[src/rtl/axi_lite_bram_master_if.sv]
// AXI-lite channel bundle shared by initiators and targets.
// The clock rides along with the bundle so that both ends can tie
// themselves to the bus clock.
interface axi_lite_channel #(
   parameter int ADDR_WIDTH = 32,
   parameter int DATA_WIDTH = 64
) (
   input logic clk
);

   // Write address channel
   logic                      aw_valid;
   logic                      aw_ready;
   logic [ADDR_WIDTH-1:0]     aw_addr;
   logic [2:0]                aw_prot;

   // Write data channel
   logic                      w_valid;
   logic                      w_ready;
   logic [DATA_WIDTH-1:0]     w_data;
   logic [DATA_WIDTH/8-1:0]   w_strb;

   // Write response channel
   logic                      b_valid;
   logic                      b_ready;
   logic [1:0]                b_resp;

   // Read address channel
   logic                      ar_valid;
   logic                      ar_ready;
   logic [ADDR_WIDTH-1:0]     ar_addr;
   logic [2:0]                ar_prot;

   // Read data channel
   logic                      r_valid;
   logic                      r_ready;
   logic [DATA_WIDTH-1:0]     r_data;
   logic [1:0]                r_resp;

   modport master (
      input  clk,
      output aw_valid, aw_addr, aw_prot,
      input  aw_ready,
      output w_valid, w_data, w_strb,
      input  w_ready,
      input  b_valid, b_resp,
      output b_ready,
      output ar_valid, ar_addr, ar_prot,
      input  ar_ready,
      input  r_valid, r_data, r_resp,
      output r_ready
   );

   modport slave (
      input  clk,
      input  aw_valid, aw_addr, aw_prot,
      output aw_ready,
      input  w_valid, w_data, w_strb,
      output w_ready,
      output b_valid, b_resp,
      input  b_ready,
      input  ar_valid, ar_addr, ar_prot,
      output ar_ready,
      output r_valid, r_data, r_resp,
      input  r_ready
   );

endinterface

[src/rtl/axi_lite_bram_master.sv]
// BRAM-style native port to AXI-lite master bridge.
// A client issues one word access at a time through en/we/addr/wrdata;
// the bridge stalls it with mem_ready while the AXI transaction is in
// flight and reports read data / error status with one-cycle strobes.
module axi_lite_bram_master #(
   parameter int          DATA_WIDTH      = 64,
   parameter int          BRAM_ADDR_WIDTH = 12,
   parameter logic [63:0] BASE_ADDR       = 64'h0,
   parameter logic [2:0]  PROT            = 3'b000
) (
   input  logic                         clk,
   input  logic                         rstn,
   axi_lite_channel.master              master,
   input  logic                         mem_en,
   input  logic [DATA_WIDTH/8-1:0]      mem_we,
   input  logic [BRAM_ADDR_WIDTH-1:0]   mem_addr,
   input  logic [DATA_WIDTH-1:0]        mem_wrdata,
   output logic [DATA_WIDTH-1:0]        mem_rddata,
   output logic                         mem_ready,
   output logic                         mem_rvalid,
   output logic                         mem_err
);

   localparam int STRB_WIDTH = DATA_WIDTH / 8;
   localparam int ADDR_WIDTH = $bits(master.aw_addr);
   localparam int IF_DATA_WIDTH = $bits(master.w_data);
   localparam int ADDR_LSB = $clog2(STRB_WIDTH);
   localparam logic [ADDR_WIDTH-1:0] BASE = BASE_ADDR[ADDR_WIDTH-1:0];

   // Word addresses shifted up to byte addresses must fit the AXI address bus,
   // and both ends of the data path must agree on the word size.
   if (BRAM_ADDR_WIDTH + ADDR_LSB > ADDR_WIDTH) begin : gAddrTooWide
      $error("axi_lite_bram_master: BRAM_ADDR_WIDTH + log2(DATA_WIDTH/8) exceeds ADDR_WIDTH");
   end
   if (IF_DATA_WIDTH != DATA_WIDTH) begin : gDataWidthMismatch
      $error("axi_lite_bram_master: DATA_WIDTH differs from the interface data width");
   end
   if (DATA_WIDTH < 32) begin : gDataTooNarrow
      $error("axi_lite_bram_master: DATA_WIDTH must be at least 32");
   end

   typedef enum logic [2:0] {
      IDLE,
      WRITE,
      WRESP,
      READ_ADDR,
      READ_DATA
   } state_t;

   state_t                  state_q,   state_d;
   logic [ADDR_WIDTH-1:0]   addr_q,    addr_d;
   logic [DATA_WIDTH-1:0]   wrData_q,  wrData_d;
   logic [STRB_WIDTH-1:0]   strb_q,    strb_d;
   logic                    awValid_q, awValid_d;
   logic                    wValid_q,  wValid_d;
   logic                    awDone_q,  awDone_d;
   logic                    wDone_q,   wDone_d;
   logic                    arValid_q, arValid_d;
   logic [DATA_WIDTH-1:0]   rdData_q,  rdData_d;
   logic                    rValid_q,  rValid_d;
   logic                    err_q,     err_d;

   logic                    awHandshake;
   logic                    wHandshake;
   logic                    unusedBits;

   assign awHandshake = awValid_q & master.aw_ready;
   assign wHandshake  = wValid_q  & master.w_ready;

   // Only the error bit of the response code matters here; the clock
   // carried by the interface is the same net as clk.
   assign unusedBits = ^{master.b_resp[0], master.r_resp[0], master.clk};

   // State and datapath registers; reset aborts any transaction and drops every valid
   always_ff @(posedge clk or negedge rstn) begin
      if (!rstn) begin
         state_q   <= IDLE;
         addr_q    <= '0;
         wrData_q  <= '0;
         strb_q    <= '0;
         awValid_q <= 1'b0;
         wValid_q  <= 1'b0;
         awDone_q  <= 1'b0;
         wDone_q   <= 1'b0;
         arValid_q <= 1'b0;
         rdData_q  <= '0;
         rValid_q  <= 1'b0;
         err_q     <= 1'b0;
      end else begin
         state_q   <= state_d;
         addr_q    <= addr_d;
         wrData_q  <= wrData_d;
         strb_q    <= strb_d;
         awValid_q <= awValid_d;
         wValid_q  <= wValid_d;
         awDone_q  <= awDone_d;
         wDone_q   <= wDone_d;
         arValid_q <= arValid_d;
         rdData_q  <= rdData_d;
         rValid_q  <= rValid_d;
         err_q     <= err_d;
      end
   end

   // Next-state logic: capture a request in IDLE, then walk the AXI channels one transaction at a time
   always_comb begin
      state_d   = state_q;
      addr_d    = addr_q;
      wrData_d  = wrData_q;
      strb_d    = strb_q;
      awValid_d = awValid_q;
      wValid_d  = wValid_q;
      awDone_d  = awDone_q;
      wDone_d   = wDone_q;
      arValid_d = arValid_q;
      rdData_d  = rdData_q;
      rValid_d  = 1'b0;
      err_d     = 1'b0;

      unique case (state_q)
         IDLE: begin
            if (mem_en) begin
               addr_d   = BASE + (ADDR_WIDTH'(mem_addr) << ADDR_LSB);
               wrData_d = mem_wrdata;
               strb_d   = mem_we;
               if (|mem_we) begin
                  state_d   = WRITE;
                  awValid_d = 1'b1;
                  wValid_d  = 1'b1;
                  awDone_d  = 1'b0;
                  wDone_d   = 1'b0;
               end else begin
                  state_d   = READ_ADDR;
                  arValid_d = 1'b1;
               end
            end
         end

         WRITE: begin
            if (awHandshake) begin
               awValid_d = 1'b0;
               awDone_d  = 1'b1;
            end
            if (wHandshake) begin
               wValid_d = 1'b0;
               wDone_d  = 1'b1;
            end
            if ((awDone_q | awHandshake) & (wDone_q | wHandshake)) begin
               state_d = WRESP;
            end
         end

         WRESP: begin
            if (master.b_valid) begin
               state_d = IDLE;
               err_d   = master.b_resp[1];
            end
         end

         READ_ADDR: begin
            if (master.ar_ready) begin
               arValid_d = 1'b0;
               state_d   = READ_DATA;
            end
         end

         READ_DATA: begin
            if (master.r_valid) begin
               rdData_d = master.r_data;
               rValid_d = 1'b1;
               err_d    = master.r_resp[1];
               state_d  = IDLE;
            end
         end

         default: begin
            state_d = IDLE;
         end
      endcase
   end

   assign master.aw_valid = awValid_q;
   assign master.aw_addr  = addr_q;
   assign master.aw_prot  = PROT;
   assign master.w_valid  = wValid_q;
   assign master.w_data   = wrData_q;
   assign master.w_strb   = strb_q;
   assign master.b_ready  = (state_q == WRESP);
   assign master.ar_valid = arValid_q;
   assign master.ar_addr  = addr_q;
   assign master.ar_prot  = PROT;
   assign master.r_ready  = (state_q == READ_DATA);

   assign mem_ready  = (state_q == IDLE);
   assign mem_rvalid = rValid_q;
   assign mem_err    = err_q;
   assign mem_rddata = rdData_q;

`ifndef SYNTHESIS
   // A request with unknown byte enables cannot be classified as read or write
   always_ff @(posedge clk) begin
      if (rstn && mem_en) begin
         assert (!$isunknown(mem_we))
            else $error("axi_lite_bram_master: mem_en with unknown mem_we");
      end
   end
`endif

endmodule

[src/flat_wrapper.sv]
// flat-port wrapper written by rule: the top's interface ports become plain ports
module axi_lite_bram_master_flat 
#(
   parameter int          DATA_WIDTH      = 64,
   parameter int          BRAM_ADDR_WIDTH = 12,
   parameter logic [63:0] BASE_ADDR       = 64'h0,
   parameter logic [2:0]  PROT            = 3'b000
)
  (clk, rstn, mem_en, mem_we, mem_addr, mem_wrdata, mem_rddata, mem_ready, mem_rvalid, mem_err, master_aw_valid, master_aw_addr, master_aw_prot, master_aw_ready, master_w_valid, master_w_data, master_w_strb, master_w_ready, master_b_valid, master_b_resp, master_b_ready, master_ar_valid, master_ar_addr, master_ar_prot, master_ar_ready, master_r_valid, master_r_data, master_r_resp, master_r_ready);
  axi_lite_channel #(.ADDR_WIDTH((32)), .DATA_WIDTH(DATA_WIDTH)) master_i (.clk(clk));
  input  logic clk;
  input  logic rstn;
  input  logic mem_en;
  input  logic [DATA_WIDTH/8-1:0] mem_we;
  input  logic [BRAM_ADDR_WIDTH-1:0] mem_addr;
  input  logic [DATA_WIDTH-1:0] mem_wrdata;
  output logic [DATA_WIDTH-1:0] mem_rddata;
  output logic mem_ready;
  output logic mem_rvalid;
  output logic mem_err;
  output wire logic [$bits(master_i.aw_valid)-1:0] master_aw_valid;
  output wire logic [$bits(master_i.aw_addr)-1:0] master_aw_addr;
  output wire logic [$bits(master_i.aw_prot)-1:0] master_aw_prot;
  input wire logic [$bits(master_i.aw_ready)-1:0] master_aw_ready;
  output wire logic [$bits(master_i.w_valid)-1:0] master_w_valid;
  output wire logic [$bits(master_i.w_data)-1:0] master_w_data;
  output wire logic [$bits(master_i.w_strb)-1:0] master_w_strb;
  input wire logic [$bits(master_i.w_ready)-1:0] master_w_ready;
  input wire logic [$bits(master_i.b_valid)-1:0] master_b_valid;
  input wire logic [$bits(master_i.b_resp)-1:0] master_b_resp;
  output wire logic [$bits(master_i.b_ready)-1:0] master_b_ready;
  output wire logic [$bits(master_i.ar_valid)-1:0] master_ar_valid;
  output wire logic [$bits(master_i.ar_addr)-1:0] master_ar_addr;
  output wire logic [$bits(master_i.ar_prot)-1:0] master_ar_prot;
  input wire logic [$bits(master_i.ar_ready)-1:0] master_ar_ready;
  input wire logic [$bits(master_i.r_valid)-1:0] master_r_valid;
  input wire logic [$bits(master_i.r_data)-1:0] master_r_data;
  input wire logic [$bits(master_i.r_resp)-1:0] master_r_resp;
  output wire logic [$bits(master_i.r_ready)-1:0] master_r_ready;
  assign master_aw_valid = master_i.aw_valid;
  assign master_aw_addr = master_i.aw_addr;
  assign master_aw_prot = master_i.aw_prot;
  assign master_i.aw_ready = master_aw_ready;
  assign master_w_valid = master_i.w_valid;
  assign master_w_data = master_i.w_data;
  assign master_w_strb = master_i.w_strb;
  assign master_i.w_ready = master_w_ready;
  assign master_i.b_valid = master_b_valid;
  assign master_i.b_resp = master_b_resp;
  assign master_b_ready = master_i.b_ready;
  assign master_ar_valid = master_i.ar_valid;
  assign master_ar_addr = master_i.ar_addr;
  assign master_ar_prot = master_i.ar_prot;
  assign master_i.ar_ready = master_ar_ready;
  assign master_i.r_valid = master_r_valid;
  assign master_i.r_data = master_r_data;
  assign master_i.r_resp = master_r_resp;
  assign master_r_ready = master_i.r_ready;
  axi_lite_bram_master #(.DATA_WIDTH(DATA_WIDTH), .BRAM_ADDR_WIDTH(BRAM_ADDR_WIDTH), .BASE_ADDR(BASE_ADDR), .PROT(PROT)) u_core (.clk(clk), .rstn(rstn), .master(master_i), .mem_en(mem_en), .mem_we(mem_we), .mem_addr(mem_addr), .mem_wrdata(mem_wrdata), .mem_rddata(mem_rddata), .mem_ready(mem_ready), .mem_rvalid(mem_rvalid), .mem_err(mem_err));
endmodule
[config.mk]
export PLATFORM = sky130hd
export DESIGN_NAME = axi_lite_bram_master_flat
export DESIGN_NICKNAME = d
export VERILOG_FILES = /design/src/rtl/axi_lite_bram_master_if.sv /design/src/rtl/axi_lite_bram_master.sv /design/src/flat_wrapper.sv
export SDC_FILE = /design/constraint.sdc
export NUM_CORES = 1
export LEC_CHECK = 0
export ABC_AREA = 1
export CORE_AREA = 2 2 143 145
export CTS_BUF_LIST = sky130_fd_sc_hd__clkbuf_2
export CTS_CLUSTER_SIZE = 20
export DETAILED_ROUTE_END_ITERATION = 8
export DIE_AREA = 0 0 145 147
export PLACE_DENSITY = 0.72
export RECOVER_POWER = 25
export REMOVE_ABC_BUFFERS = 1
export SYNTH_ARGS = -nofsm -noshare
export SYNTH_HDL_FRONTEND = slang
export SYNTH_SLANG_ARGS = --single-unit
[constraint.sdc]
create_clock -name clk -period 3.64 [get_ports clk]
set_clock_uncertainty 0.15 [all_clocks]
set_input_delay 0.364 -clock clk [delete_from_list [all_inputs] [get_ports clk]]
set_output_delay 0.364 -clock clk [all_outputs]
set_load 0.02 [all_outputs]
==> results of run 1 <==
[area by class of cell]
| cell class | instances | area [sq um] |
|---|---|---|
| diodes | 1 | 2.50 |
| clock buffers | 18 | 90.1 |
| clock inverters | 14 | 156 |
| fillers | 1595 | 8270 |
| inverters | 17 | 63.8 |
| multi-input cells | 552 | 2140 |
| flip-flops and latches | 158 | 3950 |
| well taps | 270 | 338 |
| repair buffers | 485 | 4830 |
[sequential cells by signal, summed over array words and instances (netlist names)]
register	count
u_core.mem_rvalid	1
u_core.master.ar_valid	1
u_core.master.aw_valid	1
u_core.master.w_strb	8
u_core.master.w_valid	1
u_core.state_q	3
u_core.mem_rddata	64
u_core.awDone_q	1
u_core.wDone_q	1
u_core.master.w_data	64
u_core.master.ar_addr	12
u_core.mem_err	1
[cell usage in the layout (no fill, tap or decap)]
cell | Yosys | layout
nand2_1 | 470 | 469
clkdlybuf4s50_1 | 0 | 324
dfrtp_1 | 158 | 158
dlygate4sd3_1 | 0 | 151
conb_1 | 1 | 46
clkbuf_2 | 0 | 19
inv_1 | 14 | 14
nand2_2 | 10 | 11
nor2_1 | 11 | 11
nand3_1 | 8 | 8
buf_4 | 71 | 5
clkinvlp_4 | 0 | 4
inv_6 | 0 | 4
inv_2 | 3 | 3
nand4_1 | 3 | 3
clkbuf_1 | 3 | 3
bufinv_16 | 0 | 2
inv_8 | 0 | 2
diode_2 | 0 | 1
nor2_4 | 1 | 1
nand3_4 | 0 | 1
nand3b_1 | 1 | 1
and2_1 | 1 | 1
clkinv_2 | 0 | 1
clkinv_1 | 0 | 1
buf_12 | 0 | 1
[report_power, final]
group / switching (uW) / internal (uW)
Combinational: 2590 / 2160
Sequential: 493 / 2560
Clock: 685 / 331
[cells by family after synthesis]
| family | count (synthesis) |
|---|---|
| other cells | 1 |
| buf+inv | 107 |
| flops | 158 |
| simple gates | 506 |
[per-layer routing]
metal | GRT usage, % | vias up | part of all wire, %
met5 | 0 | - | 0
li1 | - | 3126 | -
met3 | 6.74 | 25 | 7.6
met2 | 35.7 | 252 | 50
met1 | 23.2 | 3004 | 41
met4 | 6.78 | 0 | 1.6
[worst reg2reg max path, cell delays in order, from the launching register on]
cell and delay (ps):
dfrtp_1 490, nor2_4 200, nand2_1 80, inv_2 70
nand2_2 50, inv_2 460, nand2_1 100, nand2_1 80
dlygate4sd3_1 540
[repair_timing]
item	4_1_cts	5_1_grt
setup buffers	0	0
hold buffers	149	2
endpoints found under the hold margin	226	2
[how the worst min path moves through the flow]
stage	from	endpoint	slack, ps	cells past startpoint
final	master_aw_ready	u_core.awDone_q$_DFFE_PN0P_	210	5
after CTS	master_r_data[30]	u_core.mem_rddata[30]$_DFFE_PN0P_	4	3
after global routing	master_aw_ready	u_core.awDone_q$_DFFE_PN0P_	130	5
after detailed placement	u_core.awDone_q$_DFFE_PN0P_	u_core.awDone_q$_DFFE_PN0P_	310	2
after global placement	u_core.wDone_q$_DFFE_PN0P_	u_core.wDone_q$_DFFE_PN0P_	300	2
after floorplan	rstn	u_core.awDone_q$_DFFE_PN0P_	-80	0
[per-stage QoR]
step | instance area [sq um] | util [%] | power (uW) | hold slack, ps | instances
after floorplan | 6150 | - | 5230 | -81.6 | 727
after global placement | 9830 | 49.6 | 7590 | 304 | 1331
after detailed placement | 9830 | 49.6 | 7660 | 313 | 1331
after CTS | 11600 | 58.3 | 8840 | 4.01 | 1512
after global routing | 11600 | 58.3 | 9380 | 129 | 1515
final | 11600 | 58.3 | 8830 | 210 | 1515
==> flow_metrics.py, run 1 <==
metrics = {
    "yosys": {
        "netlist.top_cell.by_area": "dfrtp_1",
        "synthSimpleGateAreaFrac_pct": 29.5,
        "synth_area_per_cell_sq_um": 8.60,
        "most_numerous_cell_types_in_the_synthesized_netlist": "nand2_1 (470), dfrtp_1 (158), buf_4 (71), inv_1 (14)",
        "yosys-mux-area-fraction_pct": 0,
        "synth_top_family_by_area": "simple AND/OR/NAND/NOR gates",
        "ys.warnings.count": 0,
        "synth-main-ff-cell": "dfrtp_1",
        "synth_area_leaders": "dfrtp_1 (60%), nand2_1 (27%), buf_4 (8.0%)",
        "synth_seq_area_share_pct": 59.5,
        "synth_cell_types": 18,
        "synth-seq-cells": 158,
        "synth_compound_gate_area_share_pct": 0,
        "yosysMostFrequentCell": "nand2_1",
        "synth_xor_xnor_area_share_pct": 0,
        "synth_fa_ha_area_share_pct": 0,
        "ys_async_sr_fraction_pct": 100,
        "yosysTopAreaCellShare_pct": 59.5,
        "synth_enable_flop_cells": 0,
        "syn-instance-count": 772,
        "synth.cell_area_sq_um": 6640,
    },
    "detailed_routing": {
        "route.vias.total": 6407,
        "drtIter0Drc": 282,
        "drt-vias-per-instance": 4.23,
        "routedWlPerCell_microns": 14.4,
        "drt_first_pass_iters": 5,
        "drc_errors": 0,
        "postRouteAntennaNets": 0,
        "route.final.wire_length_microns": 21800,
    },
    "timing": {
        "fmaxAchievable_ghz": 0.368,
        "final_min_period_over_clock_period_pct": 74.7,
        "timing.setup.tns_ps": 0,
        "setup_slack_ps": 922,
        "grt_setup_unrepaired": "false",
        "timing.max_slew.rel_slack_pct": -38.9,
        "setup-violations-final": 0,
        "final.min_clock_period_ps": 2720,
        "hold_viol": 0,
        "tightestPinTransition_ps": 2080,
        "timing_max_transition_violations_final": 84,
    },
    "critical_path": {
        "crit-reg2reg-capture": "u_core.mem_err$_DFF_PN0_",
        "critical_path.startpoint_type": "input port",
        "largest_fanout_on_the_critical_path": 83,
        "worst_path_largest_cell_delay_ps": 1480,
        "worst-path-stages": 3,
        "worst_setup_path_startpoint": "rstn",
        "critPathCaptureType": "async pin",
        "path_cells": "dlygate4sd3_1, clkbuf_2, clkbuf_1",
        "critical_path.n_buffers_inverters": 3,
        "critical_path_required_ps": 4190,
        "r2r_setup_slack_ps": 1360,
        "r2r_start": "u_core.state_q[0]$_DFFE_PN0P_",
        "crit_slowest_cell": "clkbuf_2",
        "reg2reg_depth": 8,
        "critical_path_arrival_ps": 3270,
        "crit_type": "input port to async pin",
        "critical-path-top-delay-family": "buffers and inverters",
        "worstSetupEndpoint": "u_core.mem_rvalid$_DFF_PN0_",
    },
    "cts": {
        "cts_buffer_depth": 2,
        "ctsResizeCount": 0,
        "clk_root_buffer_cell": "clkbuf_2",
        "h-tree-depth": 4,
        "cts_buffers": 17,
        "tritoncts": "done",
        "clock_sinks": 158,
        "clk_pin_slew_ps": 240,
        "worst_skew_pair.late_latency_ps": 690,
    },
    "die": {
        "core-area_sq_um": 19800,
        "die_area_sq_um": 21300,
        "fp.dieH_microns": 147,
        "initial_core_util_pct": 33.5,
        "die_extent_in_x_microns": 145,
        "floorplan.io_pins": 374,
        "core.rowCount": 52,
    },
    "grt": {
        "globalRouteTotalUtil_pct": 20.3,
        "wire_length_of_the_first_global_routing_pass_microns": 34500,
        "grt_pass1_vias": 6696,
        "grt_max_degree": 86,
        "grt.overflow.total": 0,
        "antenna_found_initial": 1,
    },
    "place": {
        "hpwlAfterDp_microns": 13400,
        "pre_cts_slack_ps": 1380,
        "count_of_buffers_inserted_at_the_top_level_ports": 325,
        "globalplace.congestion": 0.789,
    },
    "cells_and_area": {
        "syn_to_final_growth_pct": 74.3,
        "share_of_cells_above_drive_strength_1_pct": 4.34,
        "num-nets-final": 1391,
    },
    "outcome": {
        "failed_checks": "capacitance limit, slew limit",
        "outcome": "finished, violations left",
    },
    "pwr": {
        "p_leak_uw": 0.00571,
        "power-per-cell-area_nw_per_um2": 763,
        "irDropWorstVdd_mv": 0.525,
    },
    "worst_hold_path": {
        "hold_class": "input port to flip-flop",
    },
    "run": {
        "max_cap_viol_count": 1,
    },
}
No activity file was read; power rests on OpenSTA's default activity.
==> run 2, diff against run 1 <==
- CORE_AREA: 2 2 143 145 -> default
- CORE_ASPECT_RATIO: default -> 0.7
- CORE_MARGIN: default -> 2
- CORE_UTILIZATION: default -> 36
- DIE_AREA: 0 0 145 147 -> default
- PLACE_DENSITY: 0.72 -> 0.79
- clock period: 3.64 -> 2.2 ns (I/O delays scaled with it)
==> run 2 against run 1 <==
The flow now finishes without violations. Global-route usage up 3.4 points. Clock-buffer cell count unchanged. Register-to-register slack worse by 1200 ps. Sequential share of layout area shrank 1.0 points. Non-clock buffer count increased by 13. Power grew 62%. Routed wire length rose by 10%. Clock power grew 54%. Utilization increased by 7.8 points.
==> flow_metrics.py, run 2 (same netlist as run 1, synthesis figures left out) <==
metrics = {
    "die": {
        "die_area_sq_um": 19600,
        "die_extent_in_x_microns": 166,
        "fp.dieH_microns": 118,
        "initial_core_util_pct": 36.8,
        "core-area_sq_um": 18100,
        "core.rowCount": 41,
        "floorplan.io_pins": 374,
    },
    "critical_path": {
        "critical_path.startpoint_type": "flip-flop",
        "crit_type": "flip-flop to primary output",
        "critPathCaptureType": "primary output",
        "path_cells": "clkdlybuf4s50_1",
        "critical_path_arrival_ps": 1660,
        "crit_slowest_cell": "clkdlybuf4s50_1",
        "largest_fanout_on_the_critical_path": 2,
        "critical-path-top-delay-family": "buffers and inverters",
        "critical_path_required_ps": 1830,
        "worst_path_largest_cell_delay_ps": 600,
        "r2r_setup_slack_ps": 190,
        "critical_path.n_buffers_inverters": 1,
    },
    "cts": {
        "clk_root_buffer_cell": "clkbuf_2",
        "clk_pin_slew_ps": 220,
        "worst_skew_pair.late_latency_ps": 670,
        "cts_buffer_depth": 2,
        "tritoncts": "done",
        "cts_buffers": 17,
        "h-tree-depth": 4,
        "clock_sinks": 158,
    },
    "timing": {
        "final.min_clock_period_ps": 2030,
        "hold_viol": 0,
        "setup-violations-final": 0,
        "final_min_period_over_clock_period_pct": 92.2,
        "tightestPinTransition_ps": 1190,
        "fmaxAchievable_ghz": 0.493,
        "timing_max_transition_violations_final": 0,
        "setup_slack_ps": 172,
        "worst_hold_slack_ps": 117,
        "timing.max_slew.rel_slack_pct": 20.5,
    },
    "outcome": {
        "outcome": "finished clean",
    },
    "place": {
        "pre_cts_slack_ps": 411,
        "placed_cell_area_sq_um": 9900,
        "hpwlAfterDp_microns": 14100,
        "globalplace.congestion": 0.788,
        "count_of_buffers_inserted_at_the_top_level_ports": 325,
    },
    "pwr": {
        "power-per-cell-area_nw_per_um2": 1200,
        "irDropWorstVdd_mv": 0.733,
        "design_power_total_uw": 14300,
        "p_leak_uw": 0.00751,
    },
    "grt": {
        "grt_pass1_vias": 7029,
        "grt_max_degree": 82,
        "grt.overflow.total": 0,
        "wire_length_of_the_first_global_routing_pass_microns": 36700,
        "antenna_found_initial": 2,
        "globalRouteTotalUtil_pct": 23.6,
    },
    "detailed_routing": {
        "postRouteAntennaNets": 0,
        "routedWlPerCell_microns": 16.0,
        "drt_first_pass_iters": 4,
        "drt-vias-per-instance": 4.50,
        "drc_errors": 0,
        "route.final.wire_length_microns": 24000,
        "route.vias.total": 6723,
        "drtIter0Drc": 425,
    },
    "cells_and_area": {
        "mostFrequentLayoutCells": "nand2_1 (469), clkdlybuf4s50_1 (157), dfrtp_1 (156), dlygate4sd3_1 (153), dlymetal6s2s_1 (122)",
        "finish.instance_area_sq_um": 11900,
        "num-nets-final": 1404,
        "syn_to_final_growth_pct": 79.8,
        "layout.cells.most_common": "nand2_1",
        "share_of_cells_above_drive_strength_1_pct": 5.89,
    },
    "run": {
        "max_cap_viol_count": 0,
    },
    "worst_hold_path": {
        "hold_class": "input port to flip-flop",
    },
}
[run 2: cell count changes in the layout (fill, tap and decap cells not counted), sizes merged]
| cell | before | now |
|---|---|---|
| dlygate4sd2 | 0 | 42 |
| inv | 23 | 21 |
| dlygate4sd3 | 151 | 153 |
| dlymetal6s2s | 0 | 122 |
| clkdlybuf4s50 | 324 | 157 |
| clkinv | 2 | 7 |
| clkinvlp | 4 | 2 |
| clkbuf | 22 | 23 |
| buf | 6 | 19 |
| bufinv | 2 | 1 |
[run 2: path summary, 6_finish.rpt]
path	startpoint	end	cells after the start
worst max-delay path	u_core.master.w_data[59]$_DFFE_PN0P_	master_w_data[59]	1
worst min-delay path	master_aw_ready	u_core.awDone_q$_DFFE_PN0P_	5
worst max register to register	u_core.state_q[1]$_DFFE_PN0P_	u_core.mem_err$_DFF_PN0_	8
worst min register to register	u_core.awDone_q$_DFFE_PN0P_	u_core.awDone_q$_DFFE_PN0P_	2
max in group asynchronous	rstn	u_core.mem_rddata[1]$_DFFE_PN0P_	4
min in group asynchronous	rstn	u_core.mem_rddata[45]$_DFFE_PN0P_	4
[run 2: final cells by class]
| type | count | area, sq um |
|---|---|---|
| Multi-Input combinational cell | 552 | 2150 |
| Fill cell | 1335 | 6120 |
| Inverter | 17 | 63.8 |
| Antenna cell | 1 | 2.50 |
| Sequential cell | 158 | 3960 |
| Clock buffer | 18 | 90.1 |
| Clock inverter | 14 | 136 |
| Tap cell | 236 | 295 |
| Timing Repair Buffer | 498 | 5250 |
[run 2: per-layer routing]
metal,part of all wire [%],global-route usage [%]
met1,39,28.0
met2,52,41.5
met3,6.5,6.05
met4,2.9,8.89
met5,0.063,0
[run 2: what timing repair did]
action | 4_1_cts | 5_1_grt
gates resized for setup | 53 | 128
hold endpoints to repair | 307 | 1
gates cloned | 0 | 0
setup endpoints to repair | 48 | 125
setup buffers | 4 | 3
pin swaps | 1 | 0
hold buffers | 153 | 1
[run 2: per-stage QoR]
step	setup TNS, ps	cells	util [%]
3_3_place_gp	0	1300	54.8
3_5_place_dp	0	1300	54.8
5_1_grt	-6.34	1494	66.1
6_report	0	1494	66.1
2_1_floorplan	-114490	727	-
4_1_cts	0	1489	64.5
[run 2: where the power goes]
group	internal (uW)	total, uW	switching [uW]
Combinational	3260	7710	4450
Clock	437	1570	1140
Sequential	4240	5050	808
Total	7930	14300	6400
[run 2: worst reg2reg max path, delay by kind of cell (launching register included)]
kind          cells  cell delay [ps]
simple gates      5              430
flops             1              490
buf+inv           3              880
==> run 3, diff against run 2 <==
- CORE_UTILIZATION: 36 -> 35
- PLACE_DENSITY: 0.79 -> 0.77
- SLEW_MARGIN: default -> 25
==> run 3 against run 2 <==
Sequential power about the same. Non-clock buffer count down 4. Largest cell class unchanged. Worst setup slack worse by 27 ps. Critical path type is now flip-flop to flip-flop. Largest power group unchanged.
==> flow_metrics.py, run 3 (same netlist as run 1, synthesis figures left out) <==
metrics = {
    "place": {
        "hpwlAfterDp_microns": 13500,
        "count_of_buffers_inserted_at_the_top_level_ports": 325,
        "globalplace.congestion": 0.776,
    },
    "critical_path": {
        "critical_path.n_buffers_inverters": 4,
        "path_common_cell": "nand2_1",
        "largest_fanout_on_the_critical_path": 12,
        "critical_path.startpoint_type": "flip-flop",
        "path_cells": "nor2_4, nand2_1, inv_2, nand2_2, inv_2, buf_6, nand2_1, nand2_1, dlygate4sd3_1",
        "worst_path_largest_cell_delay_ps": 540,
        "critical_path_arrival_ps": 2560,
        "critical-path-top-delay-family": "buffers and inverters",
        "critPathCaptureType": "flip-flop",
        "critical_path_required_ps": 2710,
        "crit_slowest_cell": "dlygate4sd3_1",
        "crit_type": "flip-flop to flip-flop",
    },
    "pwr": {
        "seq_power_share_pct": 35.7,
        "irDropWorstVdd_mv": 0.681,
        "power-per-cell-area_nw_per_um2": 1190,
        "internal_power_uw": 7810,
        "switching_share_of_power_pct": 44.6,
        "comb_power_share_pct": 53.2,
        "p_leak_uw": 0.00743,
        "clockPowerShare_pct": 11.1,
        "p_sw_uw": 6290,
    },
    "worst_hold_path": {
        "hold_class": "input port to flip-flop",
    },
    "cells_and_area": {
        "share_of_cells_above_drive_strength_1_pct": 5.11,
        "syn_to_final_growth_pct": 78.5,
        "layout.cells.most_common": "nand2_1",
        "post-route-util_pct": 63.2,
        "mostFrequentLayoutCells": "nand2_1 (469), clkdlybuf4s50_1 (156), dfrtp_1 (156), dlygate4sd3_1 (154), dlymetal6s2s_1 (118)",
        "num-nets-final": 1400,
    },
    "cts": {
        "worst_skew_pair.late_latency_ps": 690,
        "clock_sinks": 158,
        "h-tree-depth": 4,
        "clk_pin_slew_ps": 240,
        "cts_buffers": 17,
        "tritoncts": "done",
        "clk_root_buffer_cell": "clkbuf_2",
        "cts_buffer_depth": 2,
    },
    "grt": {
        "grt_pass1_vias": 6623,
        "gr-max-usage-layer": "met2",
        "use_met1_pct": 28.1,
        "gr-usage-met3_pct": 6.35,
        "gr-usage-met2_pct": 38.0,
        "antenna_found_initial": 1,
        "grt_max_degree": 74,
        "wire_length_of_the_first_global_routing_pass_microns": 35200,
        "grt.overflow.total": 0,
        "globalRouteTotalUtil_pct": 22.2,
    },
    "die": {
        "core-area_sq_um": 18800,
        "fp.dieH_microns": 119,
        "core.rowCount": 42,
        "die_area_sq_um": 20100,
        "floorplan.io_pins": 374,
        "die_extent_in_x_microns": 169,
        "initial_core_util_pct": 35.4,
    },
    "detailed_routing": {
        "route.vias.total": 6625,
        "drc_errors": 0,
        "postRouteAntennaNets": 0,
        "routedWlPerCell_microns": 15.4,
        "drtIter0Drc": 441,
        "drt_first_pass_iters": 4,
        "route.final.wire_length_microns": 23100,
        "drt-vias-per-instance": 4.43,
    },
    "timing": {
        "final_min_period_over_clock_period_pct": 93.4,
        "tightestPinTransition_ps": 995,
        "timing.setup.tns_ps": 0,
        "timing_max_transition_violations_final": 0,
        "hold_viol": 0,
        "timing.max_slew.rel_slack_pct": 33.7,
        "final.min_clock_period_ps": 2050,
        "fmaxAchievable_ghz": 0.487,
        "setup-violations-final": 0,
    },
    "run": {
        "max_cap_viol_count": 0,
    },
    "outcome": {
        "outcome": "finished clean",
    },
}
[run 3: cell types whose count changed in the layout (fill, tap and decap cells not counted), moves of 2 or more]
cell            previous run  this run
buf_4                     11         5
clkbuf_2                  22        17
dlygate4sd2_1             42        47
clkbuf_1                   1         5
dlymetal6s2s_1           122       118
buf_12                     7         4
clkbuf_4                   0         2
clkinv_4                   5         3
[run 3: cell type report]
cell class                      count  area [sq um]
Fill cell                        1436          6900
Timing Repair Buffer              494          5160
Sequential cell                   158          3960
Multi-Input combinational cell    552          2150
Tap cell                          242           303
Clock inverter                     14           136
Clock buffer                       17          85.1
Inverter                           17          63.8
Antenna cell                        1          2.50
[run 3: worst paths after layout]
kind                                                from                                    to  slack [ps]  cells past startpoint
max                        u_core.state_q[1]$_DFFE_PN0P_              u_core.mem_err$_DFF_PN0_         150                      9
min reg2reg                  u_core.awDone_q$_DFFE_PN0P_           u_core.awDone_q$_DFFE_PN0P_         350                      2
max reg2reg                u_core.state_q[1]$_DFFE_PN0P_              u_core.mem_err$_DFF_PN0_         150                      9
min in group asynchronous                           rstn     u_core.mem_rddata[23]$_DFFE_PN0P_         850                      4
min                                       master_w_ready            u_core.wDone_q$_DFFE_PN0P_         130                      5
max in group asynchronous                           rstn  u_core.master.w_data[60]$_DFFE_PN0P_         220                      4
[run 3: power groups by stage]
stage	registers (uW)	logic [uW]	clock network, uW
3_5_place_dp	5060	7660	0
5_1_grt	5210	8060	1760
2_1_floorplan	6790	1870	0
6_report	5030	7500	1570
4_1_cts	5010	7630	1620
3_3_place_gp	5040	7550	0
[run 3: metal layers]
| layer | wire [microns] | vias to the layer above |
|---|---|---|
| li1 | - | 3154 |
| met4 | 277 | 0 |
| met2 | 11900 | 234 |
| met3 | 1350 | 25 |
| met5 | 0 | - |
| met1 | 9520 | 3212 |
[run 3: timing repair]
action,CTS,global route
resized for setup,58,125
endpoints found under the hold margin,309,0
endpoints found under the setup margin,51,122
buffers inserted,1,0
pin swaps,1,0
gates cloned,0,0
hold buffers,155,0
[run 3: worst register-to-register path: stages (launching register included)]
cell	delay [ps]
dfrtp_2	490
nor2_4	140
nand2_1	70
inv_2	60
nand2_2	70
inv_2	170
buf_6	190
nand2_1	60
nand2_1	60
dlygate4sd3_1	540
[run 3: metrics by stage]
stage | setup slack (ps) | instance area, sq um | cells | hold slack (ps) | total power, uW
after floorplan | -874 | 6150 | 727 | -226 | 8660
after global placement | 425 | 9880 | 1307 | 57.6 | 12600
after detailed placement | 403 | 9880 | 1307 | 67.4 | 12700
after CTS | 0.856 | 11600 | 1494 | 21.4 | 14300
after global routing | -4.94 | 11900 | 1495 | 37.3 | 15000
final | 145 | 11900 | 1495 | 128 | 14100
